File: src/rtl/act_outlier_dispatch.sv
// act_outlier_dispatch
//   Streaming pre-stage in front of the mixed-precision PE array. Each
//   fixed-point activation is classified against +/-(THRESHOLD<<FRAC_W).
//   Inliers are rounded (half-up) and saturated to INT_W for the integer lane.
//   The first M outliers of a vector are forwarded raw, with their index,
//   through a small FIFO to the FP lane. Any further outliers are saturated
//   into the integer lane. After VEC_LEN elements a summary beat reports the
//   outlier count and whether it exceeded M.
//
// Ports
//   clk, rst_n          clock, asynchronous active-low reset
//   in_valid/in_ready   activation handshake, in_data = signed fixed point
//   q_valid/q_ready     integer-lane beat: q_data, q_idx, q_flag, q_sat
//   o_valid/o_ready     outlier FIFO head: o_data (raw), o_idx
//   s_valid/s_ready     vector summary: s_count, s_excess
module act_outlier_dispatch #(
  parameter  int DATA_W    = 32,
  parameter  int FRAC_W    = 8,
  parameter  int INT_W     = 8,
  parameter  int VEC_LEN   = 128,
  parameter  int THRESHOLD = 100,
  parameter  int M         = 4,
  localparam int IDX_W     = $clog2(VEC_LEN),
  localparam int CNT_W     = $clog2(VEC_LEN + 1)
) (
  input  logic              clk,
  input  logic              rst_n,
  input  logic              in_valid,
  output logic              in_ready,
  input  logic [DATA_W-1:0] in_data,
  output logic              q_valid,
  input  logic              q_ready,
  output logic [INT_W-1:0]  q_data,
  output logic [IDX_W-1:0]  q_idx,
  output logic              q_flag,
  output logic              q_sat,
  output logic              o_valid,
  input  logic              o_ready,
  output logic [DATA_W-1:0] o_data,
  output logic [IDX_W-1:0]  o_idx,
  output logic              s_valid,
  input  logic              s_ready,
  output logic [CNT_W-1:0]  s_count,
  output logic              s_excess
);

  localparam int FPTR_W = (M > 1) ? $clog2(M) : 1;
  localparam int FCNT_W = $clog2(M + 1);

  // All arithmetic is done one bit wider than the activation so that the
  // most-negative input and the rounding add cannot overflow.
  localparam logic signed [DATA_W:0] TH_POS   = (DATA_W+1)'(longint'(THRESHOLD) << FRAC_W);
  localparam logic signed [DATA_W:0] TH_NEG   = -TH_POS;
  localparam logic signed [DATA_W:0] RND_HALF = (DATA_W+1)'(longint'(1) << (FRAC_W - 1));
  localparam logic signed [DATA_W:0] QMAX_X   = (DATA_W+1)'((longint'(1) << (INT_W - 1)) - 1);
  localparam logic signed [DATA_W:0] QMIN_X   = -QMAX_X - 1;
  localparam logic [INT_W-1:0]       Q_POS    = {1'b0, {(INT_W-1){1'b1}}};
  localparam logic [INT_W-1:0]       Q_NEG    = {1'b1, {(INT_W-1){1'b0}}};

  typedef enum logic {ST_STREAM, ST_SUMMARY} state_t;

  state_t r_state;
  state_t w_state_nxt;

  logic [IDX_W-1:0]  r_idx;
  logic [CNT_W-1:0]  r_cnt;

  logic              r_q_valid;
  logic [INT_W-1:0]  r_q_data;
  logic [IDX_W-1:0]  r_q_idx;
  logic              r_q_flag;
  logic              r_q_sat;

  logic [DATA_W-1:0] r_fmem_d [M];
  logic [IDX_W-1:0]  r_fmem_i [M];
  logic [FPTR_W-1:0] r_wptr;
  logic [FPTR_W-1:0] r_rptr;
  logic [FCNT_W-1:0] r_fcnt;

  logic                     w_accept;
  logic                     w_last;
  logic                     w_s_hs;
  logic                     w_full;
  logic                     w_push;
  logic                     w_pop;
  logic                     w_is_out;
  logic                     w_room;
  logic signed [DATA_W:0]   w_x;
  logic signed [DATA_W:0]   w_sum;
  logic signed [DATA_W:0]   w_shr;
  logic [INT_W-1:0]         w_q_in;
  logic [INT_W-1:0]         w_q_next;

  // ---------------------------------------------------------------------
  // Classification and quantization of the element on in_data
  // ---------------------------------------------------------------------
  assign w_x      = {in_data[DATA_W-1], in_data};
  assign w_is_out = (w_x > TH_POS) || (w_x < TH_NEG);
  assign w_sum    = w_x + RND_HALF;
  assign w_shr    = w_sum >>> FRAC_W;

  always_comb begin
    w_q_in = w_shr[INT_W-1:0];
    if (w_shr > QMAX_X) begin
      w_q_in = Q_POS;
    end else if (w_shr < QMIN_X) begin
      w_q_in = Q_NEG;
    end
  end

  // r_cnt is the number of outliers seen before the current element, so
  // room in the FP lane means this outlier is among the first M.
  assign w_room = (r_cnt < CNT_W'(M));

  always_comb begin
    w_q_next = w_q_in;
    if (w_is_out) begin
      if (w_room) begin
        w_q_next = '0;
      end else begin
        // Outliers are never zero, so the sign bit alone decides x>0.
        w_q_next = in_data[DATA_W-1] ? Q_NEG : Q_POS;
      end
    end
  end

  assign w_accept = in_valid && in_ready;
  assign w_last   = (r_idx == IDX_W'(VEC_LEN - 1));
  assign w_s_hs   = s_valid && s_ready;
  assign w_full   = (r_fcnt == FCNT_W'(M));
  assign w_push   = w_accept && w_is_out && w_room;
  assign w_pop    = o_valid && o_ready;

  // ---------------------------------------------------------------------
  // FSM: state register / next state / outputs
  // ---------------------------------------------------------------------
  always_ff @(posedge clk or negedge rst_n) begin
    if (!rst_n) begin
      r_state <= ST_STREAM;
    end else begin
      r_state <= w_state_nxt;
    end
  end

  always_comb begin
    w_state_nxt = r_state;
    case (r_state)
      ST_STREAM:  if (w_accept && w_last) w_state_nxt = ST_SUMMARY;
      ST_SUMMARY: if (s_ready)            w_state_nxt = ST_STREAM;
      default:                            w_state_nxt = ST_STREAM;
    endcase
  end

  // A full outlier FIFO stalls input even for inliers; this keeps the
  // push path free of any full check.
  always_comb begin
    in_ready = 1'b0;
    s_valid  = 1'b0;
    case (r_state)
      ST_STREAM:  in_ready = (!r_q_valid || q_ready) && !w_full;
      ST_SUMMARY: s_valid  = 1'b1;
      default:    ;
    endcase
  end

  // ---------------------------------------------------------------------
  // Element index and per-vector outlier count
  // ---------------------------------------------------------------------
  // The index holds at VEC_LEN-1 after the last element and is cleared
  // together with the count when the summary is taken.
  always_ff @(posedge clk or negedge rst_n) begin
    if (!rst_n) begin
      r_idx <= '0;
      r_cnt <= '0;
    end else if (w_s_hs) begin
      r_idx <= '0;
      r_cnt <= '0;
    end else if (w_accept) begin
      if (!w_last) begin
        r_idx <= r_idx + 1'b1;
      end
      if (w_is_out && (r_cnt != CNT_W'(VEC_LEN))) begin
        r_cnt <= r_cnt + 1'b1;
      end
    end
  end

  // ---------------------------------------------------------------------
  // Integer lane output register
  // ---------------------------------------------------------------------
  always_ff @(posedge clk or negedge rst_n) begin
    if (!rst_n) begin
      r_q_valid <= 1'b0;
      r_q_data  <= '0;
      r_q_idx   <= '0;
      r_q_flag  <= 1'b0;
      r_q_sat   <= 1'b0;
    end else if (w_accept) begin
      r_q_valid <= 1'b1;
      r_q_data  <= w_q_next;
      r_q_idx   <= r_idx;
      r_q_flag  <= w_is_out && w_room;
      r_q_sat   <= w_is_out && !w_room;
    end else if (q_ready) begin
      r_q_valid <= 1'b0;
    end
  end

  assign q_valid = r_q_valid;
  assign q_data  = r_q_data;
  assign q_idx   = r_q_idx;
  assign q_flag  = r_q_flag;
  assign q_sat   = r_q_sat;

  // ---------------------------------------------------------------------
  // Outlier FIFO (circular buffer, depth M)
  // ---------------------------------------------------------------------
  always_ff @(posedge clk or negedge rst_n) begin
    if (!rst_n) begin
      r_wptr <= '0;
      r_rptr <= '0;
      r_fcnt <= '0;
    end else begin
      if (w_push) begin
        r_wptr <= (r_wptr == FPTR_W'(M - 1)) ? '0 : r_wptr + 1'b1;
      end
      if (w_pop) begin
        r_rptr <= (r_rptr == FPTR_W'(M - 1)) ? '0 : r_rptr + 1'b1;
      end
      case ({w_push, w_pop})
        2'b10:   r_fcnt <= r_fcnt + 1'b1;
        2'b01:   r_fcnt <= r_fcnt - 1'b1;
        default: r_fcnt <= r_fcnt;
      endcase
    end
  end

  // Storage needs no reset: entries are only visible while the count says so.
  always_ff @(posedge clk) begin
    if (w_push) begin
      r_fmem_d[r_wptr] <= in_data;
      r_fmem_i[r_wptr] <= r_idx;
    end
  end

  assign o_valid = (r_fcnt != '0);
  assign o_data  = o_valid ? r_fmem_d[r_rptr] : '0;
  assign o_idx   = o_valid ? r_fmem_i[r_rptr] : '0;

  // ---------------------------------------------------------------------
  // Summary outputs, qualified by s_valid
  // ---------------------------------------------------------------------
  assign s_count  = s_valid ? r_cnt : '0;
  assign s_excess = s_valid && (r_cnt > CNT_W'(M));

endmodule

File: config.mk
export PLATFORM = sky130hd
export DESIGN_NAME = act_outlier_dispatch
export DESIGN_NICKNAME = d
export VERILOG_FILES = /design/src/rtl/act_outlier_dispatch.sv
export SDC_FILE = /design/constraint.sdc
export NUM_CORES = 1
export LEC_CHECK = 0
export CORE_AREA = 3 3 154 156
export DETAILED_ROUTE_END_ITERATION = 8
export DIE_AREA = 0 0 157 159
export MAX_ROUTING_LAYER = met4
export SLEW_MARGIN = 25
export SYNTH_ARGS = -nofsm -noshare
export SYNTH_HDL_FRONTEND = slang
export SYNTH_SLANG_ARGS = --single-unit
File: constraint.sdc
create_clock -name clk -period 4 [get_ports clk]
set_clock_uncertainty 0.15 [all_clocks]
set_input_delay 0.8 -clock clk [delete_from_list [all_inputs] [get_ports clk]]
set_output_delay 0.8 -clock clk [all_outputs]
set_load 0.03 [all_outputs]
; ---- After elaboration in Yosys (flattened, before gate mapping)
; Memory sizes are Yosys's and may differ from the RTL's.
; Cells that the tools add are included.
[word_totals]
latch_bits = 0
register_bits = 41
output_inout_bits = 69
mem_bits_rw = 156
memories = 2
inputBits = 38
romBits = 0
wordCells = 84
[memory_table]
columns = memory, depth, word_bits, read_ports, rd_ports_with_merged_regs, write_ports, line
row1 = r_fmem_d, 4, 32, 1, 0, 1, 74  ; logic [DATA_W-1:0] r_fmem_d [M];
row2 = r_fmem_i, 4, 7, 1, 0, 1, 75  ; logic [IDX_W-1:0] r_fmem_i [M];
[op_classes]
magnitude_cmp = 6
n_reduce_logical = 23
n_mul = 0
bitwise_logic = 1
muxes = 26
n_shift = 0
div_mod_pow = 0
addsub = 7
n_eq_ne = 8
[ops]
columns = op, n
row1 = 8-bit two-way mux, 9
row2 = 32-bit by 9-bit adder with 33-bit output (second input constant), 1
row3 = 32-bit by 16-bit greater-than comparator with 1-bit output (second input constant), 1
row4 = 32-bit by 16-bit less-than comparator with 1-bit output (second input constant), 1
row5 = 32-bit two-way mux, 1
row6 = 7-bit two-way mux, 4
row7 = 25-bit by 8-bit greater-than comparator with 1-bit output (second input constant), 1
row8 = 25-bit by 8-bit less-than comparator with 1-bit output (second input constant), 1
row9 = 1-bit logical AND, 11
row10 = 8-bit by 1-bit adder with 8-bit output (second input constant), 1
row11 = 8-bit by 3-bit greater-than comparator with 1-bit output (second input constant), 1
row12 = 8-bit by 3-bit less-than comparator with 1-bit output (second input constant), 1
row13 = 1-bit two-way mux, 8
row14 = 8-bit inequality test (second input constant), 1
row15 = 2-bit nonzero test, 4
row16 = 7-bit by 1-bit adder with 7-bit output (second input constant), 1
row17 = 7-bit equality test (second input constant), 1
row18 = 2-bit equality test (second input constant), 3
row19 = 3-bit case mux with 2 select lines, 1
row20 = 2-bit by 1-bit adder with 2-bit output (second input constant), 2
row21 = 2-bit two-way mux, 2
row22 = 2-bit AND reduction, 2
row23 = 3-bit by 1-bit adder with 3-bit output (second input constant), 1
row24 = 3-bit equality test (second input constant), 1
row25 = 8 further kinds, 11

; ---- Depth between registers and ports, before layout
[depth]
depth_word = 9
ltp_mapped = 14
mapped_depth_nobuf = 12

; ---- Worst setup path after synthesis
; Ideal clock, no wire load.
[synth_path]
path_type = input to register
from = input port q_ready
to = memory r_fmem_d[3][0], enable pin
slack_ps = -223
setup_time_ps = 400
t_arrival_ps = 3673
t_required_ps = 3450
stages = 7
path_buffers = 2
path_cell_list = inv_1 -> a221oi_1 -> and2_1 -> clkbuf_1 -> and3_1 -> clkbuf_1 -> and2_1
[synth_between]
elab_chain_len = 8
[synth_lines]
columns = element, line
row1 = start: declaration, 32  ; input logic q_ready,
row2 = 1-bit logical OR, 160  ; ST_STREAM: in_ready = (!r_q_valid || q_ready) && !w_full;
row3 = 1-bit logical AND, 160
row4 = 1-bit two-way mux, 159  ; case (r_state)
row5 = named net in_ready, 29  ; output logic in_ready,
row6 = 1-bit logical AND, 127  ; assign w_accept = in_valid && in_ready;
row7 = 1-bit logical AND (2 in series), 131  ; assign w_push = w_accept && w_is_out && w_room;
row8 = 1-bit two-way mux, 240  ; if (w_push) begin
row9 = 1-bit two-way mux (implied by the code), 241  ; r_fmem_d[r_wptr] <= in_data;
row10 = end: declaration, 74
; The timed path passes the listed nets, and every way through them passes these cells.

; ---- Worst setup path in the final report
[layout_path]
from = input port in_data[6]
to = register r_fcnt[2]
[layout_between]
elab_chain_len = 6
word_cells_on_any_way = 9
cone_classes = order compare: 2 / eq/ne: 2 / mux: 1 / reduce/logical: 4
[layout_lines]
columns = element, line
row1 = start: declaration, 30  ; input logic [DATA_W-1:0] in_data,
row2 = 32-bit by 16-bit greater-than comparator with 1-bit output / 32-bit by 16-bit less-than comparator with 1-bit output (equally long branches), 98  ; assign w_is_out = (w_x > TH_POS) || (w_x < TH_NEG);
row3 = 1-bit logical OR *, 98
row4 = 1-bit logical AND * (2 in series), 131
row5 = 2-bit by 1-bit equality test with 1-bit output / 2-bit equality test (equally long branches), 230  ; case ({w_push, w_pop})
row6 = 3-bit case mux with 2 select lines / 2-bit nonzero test (equally long branches), -
row7 = end signal: assignment, 231  ; 2'b10: r_fcnt <= r_fcnt + 1'b1;
row8 = end signal: assignment, 232  ; 2'b01: r_fcnt <= r_fcnt - 1'b1;
row9 = end signal: assignment, 233  ; default: r_fcnt <= r_fcnt;
row10 = end: declaration, 78  ; logic [FCNT_W-1:0] r_fcnt;
; Mark *: on every way between the ends. The rest lies on a longest branch, timed or not.
; A chain may end at the register's enable or synchronous reset.

==> impl_summary.md <==
Outcome
The run finished with clean final reports.

Placement
During placement, the flow inserted port buffers numbering 106. The post-detailed-placement cell area is 10700 um^2. The post-placement worst setup slack is -336 ps. Summed over all nets, the half-perimeter wirelength after detailed placement is 15.0 mm. The number of placed instances, taps included is 1025. The weighted congestion at the end of routability-driven global placement is 0.890.

Setup path
The type of element launching the critical path is an input port. In this run the worst path has a maximum fanout of 5. The path type of the worst setup path is in -> reg.

The startpoint identified for the worst register-to-register timing path is r_cnt[4]. The critical path startpoint is in_data[6]. The required arrival time at the worst endpoint is 4200 ps. The data arrival time of the critical path is 3960 ps. STA classifies the critical path endpoint as a flop.

Logic synthesis
The prevailing post-synth register cell is sky130_fd_sc_hd__edfxtp_1. The post-synthesis instance area is 8950 um^2. The number of nets produced by synthesis is 657. The total number of yosys warnings is 0.

The count of flip-flops with a built-in enable after synthesis is 156. For this run, the register share of the synthesized area comes to 0.638. For this run, asynchronously set or reset flops after synthesis account for 0.208. The netlist uses 67 different library cells. The gate count after technology mapping is 608. The synthesized flop and latch total is 197.

The mean cell area of the mapped netlist is 14.7 um^2.

Timing
The final cycle utilization of the critical path is 0.940. The number of pins exceeding their max-slew limit in the final report is 0. Setup repair after global routing left no endpoint under its margin.

The worst pin sits at a relative slew slack of 0.645. The maximum frequency from static timing analysis is 0.266 GHz. Setup violations remaining at the end of the flow were counted as 0.

The final critical-path setup slack is 238 ps. For the pin with the worst max-slew slack, the measured transition is 533 ps. Counting I/O delays and the setup requirement, the final critical path takes 3760 ps. The hold violation total from the final report was 0.

CTS
The total setup buffers inserted after CTS is 0. The TritonCTS clock tree is built. The maximum root-to-sink buffer count is 2. The tree is rooted in a sky130_fd_sc_hd__clkbuf_16.

The tree built by TritonCTS fans out to 197 sinks. The clock-pin slew reported for the worst setup and hold paths after clock tree synthesis is 70 ps. In this run, CTS created clock tree buffers numbering 17. The clock tree synthesis step divided the H-tree into 4 levels. The clock latency of the later-clocked register in the worst-skew pair is 430 ps.

Pwr
For this design the total switching power over the nets is 2.67 mW. IR analysis of the VDD net gives a maximum drop of 0.361 mV. The power density over the cells is 663 nW/um^2. Of the total power, combinational logic draws 0.398. After layout, the design draws a total of 7.53 mW. Internal power comes to 4.86 mW. Of the total power, registers draw 0.367.

Of the total power, the share spent switching nets is 0.354. The share of total power dissipated in the clock network is 0.235. The analysis attributes to cell leakage a power of 4.04 nW.

Run
Across the run, the number of max-cap violations was 0.

Final layout
The number of standard cells in the final layout excluding fillers is 1057. The area growth from synthesis to final layout is 26.9%. The area taken by multi-input logic gates is 3040 um^2. The antenna diode count is 0.

Of the cells placed in the final design, the portion with a size suffix greater than 1 is 0.194. The storage element area is 5710 um^2. The fill cell total of the finished layout is 1909. Once layout is done, the placed cells without fillers occupy 11300 um^2. For this run, the post-layout net count is 808.

Floorplan
In this run the vertical extent of the chip is 159 um. The total area inside the core boundary comes to 22500 um^2. The die covers 25000 um^2. The floorplan has 55 rows. The floorplan step set the die width to 157 um. Pin placement for this block handled 107 I/O pins. The initial utilization of the core area, before any placement, comes to 0.398.

Drt
The count of routing violations after the opening detailed-route iteration is 487. The first-pass detailed-route iteration total is 5. The detailed-route wire length per cell is 20.4 um.

For this run, design rule violations remaining after detail routing come to 0. The final routed wirelength across all metal layers is 21.6 mm. In the routed layout, each cell is associated on average with a via count of 5.41. The count of nets left with antenna violations once routing finished came out at 0. The total vias in the final route is 5723.

Global route
In the global route stage, overall resource usage came out at 0.184. The global-route wire length before repair is 34.1 mm. The remaining global-route overflow is 0.

The number of antenna violations at the first check in global routing is 0. The number of global-route vias before repair was 5977. Entering global routing, the biggest net connects 42 pins.

Worst hold path
The worst hold path belongs to the class in -> async.
==> state kept, by name (all words and copies together), names as in the netlist <==
| register | flops |
|---|---|
| q_valid | 1 |
| r_cnt | 8 |
| q_data | 8 |
| r_idx | 7 |
| q_sat | 1 |
| r_state | 1 |
| q_flag | 1 |
| r_fmem_i | 28 |
| r_fcnt | 3 |
| q_idx | 7 |
| r_wptr | 2 |
| r_rptr | 2 |
| r_fmem_d | 128 |
==> routing by layer <==
layer	global-route usage	share of wire	up-vias
li1	-	-	2631
met1	0.247	0.44	2898
met2	0.293	0.50	173
met3	0.0296	0.044	21
met4	0.0485	0.012	0
met5	-	0	-
==> cells in the mapped netlist, types with 4 or more instances <==
cell                       number  area [um^2]
sky130_fd_sc_hd__ha_1          10          125
sky130_fd_sc_hd__clkbuf_1      14         52.6
sky130_fd_sc_hd__buf_6          5         56.3
sky130_fd_sc_hd__xor2_1        14          123
sky130_fd_sc_hd__a21oi_1       11         55.1
sky130_fd_sc_hd__and3_1         5         31.3
sky130_fd_sc_hd__mux4_2        39          878
sky130_fd_sc_hd__nand2_1       54          203
sky130_fd_sc_hd__nand4_1       16          100
sky130_fd_sc_hd__dfrtp_1       41         1030
sky130_fd_sc_hd__nor3_2         4         40.0
sky130_fd_sc_hd__a21o_1         5         37.5
sky130_fd_sc_hd__o211ai_1       5         37.5
sky130_fd_sc_hd__nor2_1        30          113
sky130_fd_sc_hd__o21ai_1        9         45.0
sky130_fd_sc_hd__and2_1        55          344
sky130_fd_sc_hd__inv_1         15         56.3
sky130_fd_sc_hd__o22ai_1        6         37.5
sky130_fd_sc_hd__nand3_1       15         75.1
sky130_fd_sc_hd__nor3_1        11         55.1
sky130_fd_sc_hd__mux2i_1        8         80.1
sky130_fd_sc_hd__xnor2_1        7         61.3
sky130_fd_sc_hd__nor4_1         7         43.8
sky130_fd_sc_hd__buf_1          6         22.5
sky130_fd_sc_hd__edfxtp_1     156         4680
==> repair_timing <==
action / CTS / global route
endpoints found under the setup margin: 0 / 1
gates resized for setup: 0 / 1
hold buffers: 0 / 0
==> kinds of logic after synthesis <==
logic type	share of synthesized area
AOI/OAI and AO/OA	0.0558
xor gates and xnor gates	0.0206
adders and majority gates	0.0162
buffers and inverters	0.0236
DFF	0.638
muxes	0.110
and+or+nand+nor	0.136
==> per-stage QoR <==
stage | setup TNS [ps] | utilization | hold slack (ps)
3_5_place_dp | -1260 | 0.476 | 313
5_1_grt | 0 | 0.504 | 219
4_1_cts | 0 | 0.504 | 346
3_3_place_gp | -271 | 0.476 | 317
2_1_floorplan | 0 | - | 307
6_report | 0 | 0.504 | 188
==> final cells by class <==
class,count,share of cell area
timing repair buffer,160,0.137
clock buffer,21,0.0444
tap,285,0.0314
multi-input combinational,367,0.268
clock inverter,11,0.0114
inverter,16,0.00529
sequential,197,0.503
==> power by group through the flow <==
stage	Clock [mW]	Combinational (mW)	Sequential (mW)
after floorplan	0	1.75	2.84
after global placement	0	3.01	2.79
after detailed placement	0	3.04	2.80
after CTS	1.81	3.05	2.76
after global routing	1.90	3.21	2.80
final	1.77	2.99	2.76
==> critical path, stage by stage <==
cell	delay (ps)
sky130_fd_sc_hd__clkdlybuf4s50_1	490
sky130_fd_sc_hd__or4_1	580
sky130_fd_sc_hd__o41ai_2	360
sky130_fd_sc_hd__buf_4	170
sky130_fd_sc_hd__a21oi_1	70
sky130_fd_sc_hd__o21a_2	210
sky130_fd_sc_hd__and3_1	200
sky130_fd_sc_hd__inv_2	60
sky130_fd_sc_hd__ha_1	160
sky130_fd_sc_hd__inv_1	50
sky130_fd_sc_hd__fa_1	370
sky130_fd_sc_hd__xor2_1	160
sky130_fd_sc_hd__nor2_1	130
sky130_fd_sc_hd__xor2_1	150
==> final timing paths <==
kind / endpoint / slack [ps] / depth (start not counted)
max: r_fcnt[2] / 240 / 14
min: q_idx[0] / 190 / 1
max reg2reg: r_fcnt[2] / 1130 / 10
min reg2reg: q_idx[1] / 340 / 2
max in group asynchronous: r_rptr[0] / 3090 / 1
min in group clk: q_idx[1] / 340 / 2
==> layout by cell type (no fill, tap or decap), types with 16 or more instances in the layout <==
cell                                n
sky130_fd_sc_hd__clkdlybuf4s50_1  105
sky130_fd_sc_hd__nand2_1           54
sky130_fd_sc_hd__dfrtp_1           40
sky130_fd_sc_hd__nor2_1            30
sky130_fd_sc_hd__and2_1            51
sky130_fd_sc_hd__buf_4             48
sky130_fd_sc_hd__mux4_2            39
sky130_fd_sc_hd__edfxtp_1         156
sky130_fd_sc_hd__nand4_1           16
sky130_fd_sc_hd__clkbuf_16         20
Note: power is estimated with default switching activity, not from simulation.
==> RTL change, RTL diff (config.mk and constraints unchanged) <==
Set the parameter `M` to 2 (it was 4).
--- a/src/rtl/act_outlier_dispatch.sv
+++ b/src/rtl/act_outlier_dispatch.sv
@@ -20,5 +20,5 @@
   parameter  int VEC_LEN   = 128,
   parameter  int THRESHOLD = 100,
-  parameter  int M         = 4,
+  parameter  int M         = 2,
   localparam int IDX_W     = $clog2(VEC_LEN),
   localparam int CNT_W     = $clog2(VEC_LEN + 1)
Check against the original RTL: not equivalent (a bounded check fails within 4 cycles, from zero or initial values and one cycle with rst_n low).
==> RTL change against the unedited design <==
  * Synthesized area down 39%
  * Register-to-register slack better by 170 ps
  * Worst setup slack improved by 120 ps
  * Count of clock-buffer cells in the layout is 4 lower
  * Hold slack better by 130 ps
  * Clock power decreased by 6%
  * Wire length shrank 34%
  * Sequential cell count is 81 lower
  * Via count down 31%
  * Cell area decreased by 34%
  * Power fell by 27%
  * Fmax rose by 3.3%
  * Global-route usage shrank 6.3 points
==> RTL change: results <==
{
  "status": "completed",
  "slew_headroom_pct": 39.5,
  "routed_via_density": 4.50,
  "layout-drive-gt1-share_pct": 10.8,
  "nets": 627,
  "busiest_layer": "met1",
  "async_flop_share_pct": 32.8,
  "reg2reg_from": "r_fcnt[0]",
  "first_iter_violations": 343,
  "met3_usage_pct": 3.59,
  "worstHoldPathType": "reg -> reg",
  "synth_area_per_cell_um2": 11.7,
  "place_inst": 848,
  "clk_latency_ps": 410,
  "dp_hpwl_mm": 10.2,
  "yosys.area_share.adder_pct": 1.61,
  "critical_path.slowest_cell": "clkdlybuf4s50_1",
  "synth-edff-count": 78,
  "critPathMaxStageDelay_ps": 800,
  "met1Wirelength_mm": 7.04,
  "pwr-share-seq_pct": 31.9,
  "synth_seq_area_share_pct": 60.6,
  "ys_top_cells_by_area": "edfxtp_1 (43%), dfrtp_1 (18%), mux2i_1 (7.6%)",
  "met2_length_mm": 6.22,
  "grt_pass1_vias": 3811,
  "p_leak_nw": 2.85,
  "muxShareOfSynthArea_pct": 7.97,
  "synth_compound_area_share_pct": 5.39,
  "route.met3.wl_um": 820,
  "use_met1_pct": 16.8,
  "pre_cts_slack_ps": 279,
  "finalWirelength_mm": 14.3
}
## RTL change: cell types whose count changed in the layout (fill, tap and decap cells not counted), moves of 5 or more
cell,unedited run,this run
and2_1,51,9
inv_1,15,9
mux4_2,39,0
buf_4,48,13
buf_12,7,2
o21ai_1,9,0
xnor2_1,7,14
mux2i_1,8,41
edfxtp_1,156,78
nor2_1,30,74
nor4_1,7,12
o22ai_1,6,0
nand4_1,16,9
## RTL change: worst max-delay path by stage
stage                startpoint        endpoint  slack (ps)  cells after the start
floorplan               q_ready  r_fmem_d[1][0]         120                      6
global placement    in_data[12]       q_data[6]         340                      8
detailed placement  in_data[11]       q_data[4]         280                      8
CTS                     q_ready        in_ready         400                      4
global route            q_ready        in_ready         310                      4
finish                  q_ready        in_ready         360                      4
## RTL change: area by class of cell
type                    instances  share of cell area [%]
flip-flops and latches        116                    43.7
multi-input cells             317                    26.6
repair buffers                121                    15.8
clock buffers                  17                    5.64
well taps                     285                    4.73
clock inverters                15                    3.00
inverters                       9                   0.448
diodes                          1                  0.0332
